==> config.mk <==
export PLATFORM = sky130hd
export DESIGN_NAME = wptr_full_ctrl
export DESIGN_NICKNAME = d
export VERILOG_FILES = /design/src/rtl/wptr_full_ctrl.sv
export SDC_FILE = /design/constraint.sdc
export NUM_CORES = 1
export LEC_CHECK = 0
export CORE_ASPECT_RATIO = 0.8
export CORE_MARGIN = 2
export CORE_UTILIZATION = 41
export DETAILED_ROUTE_END_ITERATION = 10
export PLACE_DENSITY = 0.73
export SYNTH_ARGS = -nofsm -noshare
export SYNTH_HDL_FRONTEND = slang
export SYNTH_SLANG_ARGS = --single-unit
==> constraint.sdc <==
create_clock -name wclk -period 2.9 [get_ports wclk]
set_clock_uncertainty 0.05 [all_clocks]
set_input_delay 0.58 -clock wclk [delete_from_list [all_inputs] [get_ports wclk]]
set_output_delay 0.58 -clock wclk [all_outputs]
set_load 0.03 [all_outputs]
==> src/rtl/wptr_full_ctrl.sv <==
// Write-side pointer/full controller for a dual-clock FIFO (wclk domain).
// Binary write counter, Gray write pointer, full / almost-full / level / sticky overflow.
module wptr_full_ctrl #(
  parameter int unsigned ASIZE        = 4,
  parameter int unsigned AFULL_THRESH = 12
) (
  input  logic             wclk,
  input  logic             wrst,
  input  logic             winc,
  input  logic [ASIZE:0]   wq2_rptr,
  output logic [ASIZE-1:0] waddr,
  output logic [ASIZE:0]   wptr,
  output logic             wfull,
  output logic             walmost_full,
  output logic [ASIZE:0]   wlevel,
  output logic             woverflow
);

  localparam logic [ASIZE:0] AFULL_LVL = AFULL_THRESH[ASIZE:0];

  logic [ASIZE:0] wbin_q, wbin_d;
  logic [ASIZE:0] wptr_q, wgray_d;
  logic [ASIZE:0] wlevel_q, level_d;
  logic [ASIZE:0] rbin_s;
  logic [ASIZE:0] rptr_full_cmp;
  logic           wfull_q, wfull_d;
  logic           afull_q, afull_d;
  logic           wovf_q, wovf_d;
  logic           wr_accept;

  // Gray-to-binary of the synchronised read pointer: bit i is the XOR of bits ASIZE..i.
  genvar gi;
  generate
    for (gi = 0; gi <= ASIZE; gi++) begin : g_rgray2bin
      assign rbin_s[gi] = ^wq2_rptr[ASIZE:gi];
    end
  endgenerate

  // Full when the write pointer has lapped the read pointer: top two Gray bits inverted.
  assign rptr_full_cmp = {~wq2_rptr[ASIZE:ASIZE-1], wq2_rptr[ASIZE-2:0]};

  always_comb begin
    wr_accept = winc & ~wfull_q;
    wbin_d    = wbin_q + {{ASIZE{1'b0}}, wr_accept};
    wgray_d   = (wbin_d >> 1) ^ wbin_d;
    level_d   = wbin_d - rbin_s;
    wfull_d   = (wgray_d == rptr_full_cmp);
    afull_d   = (level_d >= AFULL_LVL);
    wovf_d    = wovf_q | (winc & wfull_q);
  end

  always_ff @(posedge wclk) begin
    if (wrst) begin
      wbin_q   <= '0;
      wptr_q   <= '0;
      wlevel_q <= '0;
      wfull_q  <= 1'b0;
      afull_q  <= 1'b0;
      wovf_q   <= 1'b0;
    end else begin
      wbin_q   <= wbin_d;
      wptr_q   <= wgray_d;
      wlevel_q <= level_d;
      wfull_q  <= wfull_d;
      afull_q  <= afull_d;
      wovf_q   <= wovf_d;
    end
  end

  assign waddr        = wbin_q[ASIZE-1:0];
  assign wptr         = wptr_q;
  assign wfull        = wfull_q;
  assign walmost_full = afull_q;
  assign wlevel       = wlevel_q;
  assign woverflow    = wovf_q;

endmodule

# ---- Yosys cells after proc, flatten, opt, wreduce, memory -nomap -nowiden
# Cells that the tools add are included.
dict set report word_totals {
  romBits 0
  memories 0
  output_inout_bits 17
  in_bits 8
  register_bits 18
  word_cells 20
  mem_bits_rw 0
  latch_bits 0
}
dict set report classes {
  magnitude_cmp 1
  muxes 0
  addsub 2
  n_div 0
  bitwise_logic 6
  n_reduce_logical 4
  shifts 0
  eq_ne 1
  multipliers 0
}
# cell count
set ops {}
lappend ops {{5-bit by 1-bit adder with 5-bit output} 1}
lappend ops {{5-bit == test} 1}
lappend ops {{5-bit by 4-bit greater-or-equal comparator with 1-bit output, second input constant} 1}
lappend ops {{5-bit XOR reduction} 1}
lappend ops {{5-bit subtractor} 1}
lappend ops {{4-bit by 5-bit bitwise XOR with 5-bit output} 1}
lappend ops {{4-bit XOR reduction} 1}
lappend ops {{3-bit XOR reduction} 1}
lappend ops {{1-bit AND} 2}
lappend ops {{2-bit NOT} 1}
lappend ops {{2-bit XOR reduction} 1}
lappend ops {{1-bit NOT} 1}
lappend ops {{1-bit bitwise OR} 1}

# ---- Longest topological paths before layout
# Gate-level depths: netlist of run 1.
dict set report logic_depth {
  depth_word 5
  depth_mapped 10
  ltp_nobuf 10
}

# ---- Worst setup path after synthesis of run 1
# OpenSTA, ideal clock, no wires.
dict set report synth_timing {
  kind {input port to flip-flop}
  start {in wq2_rptr[2]}
  end {reg afull_q (netlist: walmost_full)}
  arrival_ns 2.791
  t_required_ns 2.724
  n_path_buf 0
  setup_time_ns 0.126
  stages 10
  slack_ns -0.067
  path_cell_list {xnor3_2 xor2_1 xnor2_1 ha_1 inv_1 fa_1 maj3_2 a21oi_2 xor2_1 o22ai_1}
}
dict set report synth_via {
  elab_chain_len 3
  elab_cells_between_ends 5
  classes_between {1 x add/sub; 1 x order compare; 3 x reduce/logical}
}
# element line_no
set synth_rtl {}
lappend synth_rtl {{start: declaration} 10} ;# input logic [ASIZE:0] wq2_rptr,
lappend synth_rtl {{5-bit XOR reduction (tied with other cells)} 35} ;# assign rbin_s[gi] = ^wq2_rptr[ASIZE:gi];
lappend synth_rtl {{5-bit subtractor *} 46} ;# level_d = wbin_d - rbin_s;
lappend synth_rtl {{5-bit by 4-bit greater-or-equal comparator with 1-bit output *} 48} ;# afull_d = (level_d >= AFULL_LVL);
lappend synth_rtl {{end signal: assignment} 65} ;# afull_q <= afull_d;
lappend synth_rtl {{end: declaration} 27} ;# logic afull_q, afull_d;
# Mark *: on every way between the ends. The rest lies on a longest branch, timed or not.
# A chain may end at the register's enable or synchronous reset.

# ---- Worst setup path in the final report of run 1
dict set report layout_timing {
  start {in wq2_rptr[3]}
  end {reg afull_q (netlist: walmost_full)}
}
dict set report layout_via {
  elab_chain_len 3
  elab_cells_between_ends 6
  classes_between {1 x add/sub; 1 x order compare; 4 x reduce/logical}
}
# element line_no
set layout_rtl {}
lappend layout_rtl {{5-bit XOR reduction (tied with other cells)} 35}
lappend layout_rtl {{5-bit subtractor *} 46}
lappend layout_rtl {{5-bit by 4-bit greater-or-equal comparator with 1-bit output *} 48}
# Marks and branches as above.

==> impl_metrics.py, run 1 <==
metrics = {
    "outcome": {
        "status": "completed",
    },
    "cells_and_area": {
        "fill_cells": 167,
        "nets": 133,
        "seq_area_um2": 340,
        "fin_util_pct": 64.9,
        "antennaDiodeCount": 0,
        "area_growth_pct": 47.1,
        "fin_cells": 143,
        "drive_above_1_share_pct": 21.8,
        "multi_input_area_um2": 493,
    },
    "clock_tree": {
        "cts_tree": "built",
        "htree_num_levels": 1,
        "insertion_delay_ps": 280,
        "cts.sinks": 17,
        "cts_root_buf": "clkbuf_4",
        "cts_hold_buffers": 0,
        "cts.clk_slew.worst_paths_ps": 90,
        "clk_path_buf_depth": 2,
        "numCtsBuffers": 3,
    },
    "floorplanning": {
        "dieWidth_um": 54.7,
        "rows": 14,
        "die_y_um": 44.5,
        "core_um2": 1910,
        "initial_core_util_pct": 44.1,
        "die_area_um2": 2430,
        "pin_count": 25,
    },
    "timing": {
        "final-setup-viol-count": 0,
        "max_freq_mhz": 359,
        "worstMarginPinSlew_ps": 443,
        "finalHoldViolCount": 0,
        "slew_headroom_pct": 70.4,
        "slew_viol_final": 0,
        "finalCritPeriodShare_pct": 95.9,
        "period_needed_ps": 2780,
    },
    "placement": {
        "portBuffers": 24,
        "place_congestion": 0.860,
        "dp.cells": 137,
        "dpl.hpwl_um": 1350,
    },
    "power": {
        "p_sw_uw": 227,
        "combPwrFrac_pct": 42.9,
        "p_sw_share_pct": 32.9,
        "p_leak_uw": 0.000550,
        "ir_drop_mv": 0.331,
        "p_int_uw": 464,
        "p_clk_share_pct": 17.6,
        "p_per_area_nw_per_um2": 557,
        "seqPwrFrac_pct": 39.5,
    },
    "setup_path": {
        "critical_path_peak_fanout": 2,
        "critPathArrivalTime_ps": 2900,
        "start_kind": "input pin",
        "r2r_cells": 9,
        "cp.required_ps": 3010,
        "crit_path_end_kind": "flop",
        "criticalPathCategory": "in -> reg",
    },
    "drt": {
        "drt_first_pass_iters": 4,
        "drc": 0,
        "wire_per_inst_um": 11.9,
        "vias_per_cell": 4.52,
        "vias": 646,
        "drtAntennaViolNets": 0,
        "drt_iter0_markers": 16,
        "drt-total-wl_um": 1700,
    },
    "logic_synthesis": {
        "synth_top_family_by_area": "XOR/XNOR gates",
        "synth_area_per_cell_um2": 10.7,
        "async_flop_share_pct": 0,
        "ys_seq_area_share_pct": 40.4,
        "synth_cells": 79,
        "synth-compound-area-share_pct": 2.97,
        "syn_area_um2": 842,
        "synth_warnings": 0,
        "synthAdderAreaFrac_pct": 10.8,
        "synth_edf_count": 0,
        "yosys.area_share.simple_pct": 12.8,
        "synth_xor_xnor_area_share_pct": 28.4,
        "netlist-cell-type-count": 24,
        "synth_nets": 92,
        "synth_flop_cell": "dfxtp_1",
        "ys_ff_latch": 17,
        "muxShareOfSynthArea_pct": 1.19,
    },
    "min_path": {
        "hold_depth": 2,
        "hp-class": "reg -> reg",
    },
    "grt": {
        "grt_usage_pct": 15.9,
        "grt_pass1_wl_um": 2630,
        "grt_pass1_vias": 579,
        "grt_max_degree": 11,
        "grt_remaining_overflow": 0,
        "antenna_found_initial": 0,
    },
    "run": {
        "cap_violations": 0,
    },
}
-- metal layers --
| layer | routed length (um) | share of wire, % | vias to the layer above | GRT usage (%) |
|---|---|---|---|---|
| li1 | - | - | 332 | - |
| met2 | 796 | 47 | 14 | 24.5 |
| met5 | 0 | 0 | - | 0 |
| met1 | 822 | 48 | 296 | 21.9 |
| met4 | 36 | 2.1 | 0 | 9.00 |
| met3 | 47 | 2.8 | 4 | 1.01 |
-- state kept, by name, summed over array words and instances, names as in the netlist --
name / flops
walmost_full: 1
wbin_q: 5
wfull: 1
wlevel: 5
woverflow: 1
wptr: 4
-- kinds of logic (layout without fill, tap and decap cells) --
logic type | Yosys count | in the layout
fa+ha+maj | 7 | 7
simple gates | 22 | 22
compound gates | 4 | 4
mux | 1 | 1
xor+xnor | 23 | 23
flops | 17 | 17
buf+inv | 5 | 45
-- cells in the mapped netlist (2+ instances only) --
cell / count / share of area (%)
a21oi_1: 2 / 1.2
dfxtp_1: 17 / 40
ha_1: 4 / 5.9
inv_1: 3 / 1.3
nand3_1: 2 / 1.2
nor2_1: 13 / 5.8
nor2b_1: 3 / 2.2
xnor2_1: 13 / 14
xor2_1: 7 / 7.3
-- worst paths after layout --
kind	from	to	slack, ps
setup / recovery	wq2_rptr[3]	walmost_full	120
hold / removal	woverflow	woverflow	420
setup reg to reg	wfull	walmost_full	600
hold reg to reg	woverflow	woverflow	420
-- power by group through the flow --
| stage | combinational [uW] | clock, uW | sequential (uW) |
|---|---|---|---|
| after floorplan | 118 | 0 | 336 |
| after global placement | 283 | 0 | 277 |
| after detailed placement | 287 | 0 | 278 |
| after CTS | 288 | 128 | 273 |
| after global routing | 320 | 140 | 276 |
| final | 296 | 121 | 273 |
-- worst max-delay path, stage by stage --
cell	delay (ps)
dlygate4sd2_1	260
xnor3_2	400
xor2_2	170
xnor2_1	170
ha_2	190
inv_1	60
fa_2	340
maj3_2	310
a21oi_2	130
xor2_1	200
o22ai_1	90
-- layout make-up --
cell class | instances | area share [%]
Inverter | 3 | 0.909
Sequential cell | 17 | 27.5
Clock buffer | 4 | 2.12
Multi-Input combinational cell | 57 | 39.8
Timing Repair Buffer | 38 | 27.3
Tap cell | 24 | 2.42
-- repair_timing --
| action | in CTS | in global routing |
|---|---|---|
| buffers inserted | 0 | 2 |
| resized for setup | 5 | 2 |
| endpoints found under the setup margin | 3 | 2 |
| pin swaps | 4 | 5 |
| gates cloned | 0 | 0 |
-- layout by cell type (no fill, tap or decap), types with 2 or more instances in the layout --
master	count
clkdlybuf4s50_1	21
dfxtp_1	17
buf_4	14
nor2_1	13
xnor2_1	12
xor2_1	6
nor2b_1	3
inv_1	3
ha_1	3
clkbuf_4	3
nand3_1	2
xor2_2	2
a21oi_1	2
dlygate4sd2_1	2
-- stage by stage --
stage                     instance area, um2  hold slack [ps]  TNS (ps)  power (uW)  setup WS, ps
final                                   1240              423         0         690           118
after global routing                    1240              463     -21.5         735         -21.5
after CTS                               1220              433         0         688          10.2
after detailed placement                1190              406     -1490         565          -555
after global placement                  1190              401     -1280         560          -474
after floorplan                          852              571         0         454          22.4
Power figures use the tool's default switching activity.
==> run 2: changes to the inputs <==
CAP_MARGIN = 15   (was unset)
SLEW_MARGIN = 20   (was unset)
==> results of run 2 <==
No change in the layout: final DEF, timing and power equal those of run 1.
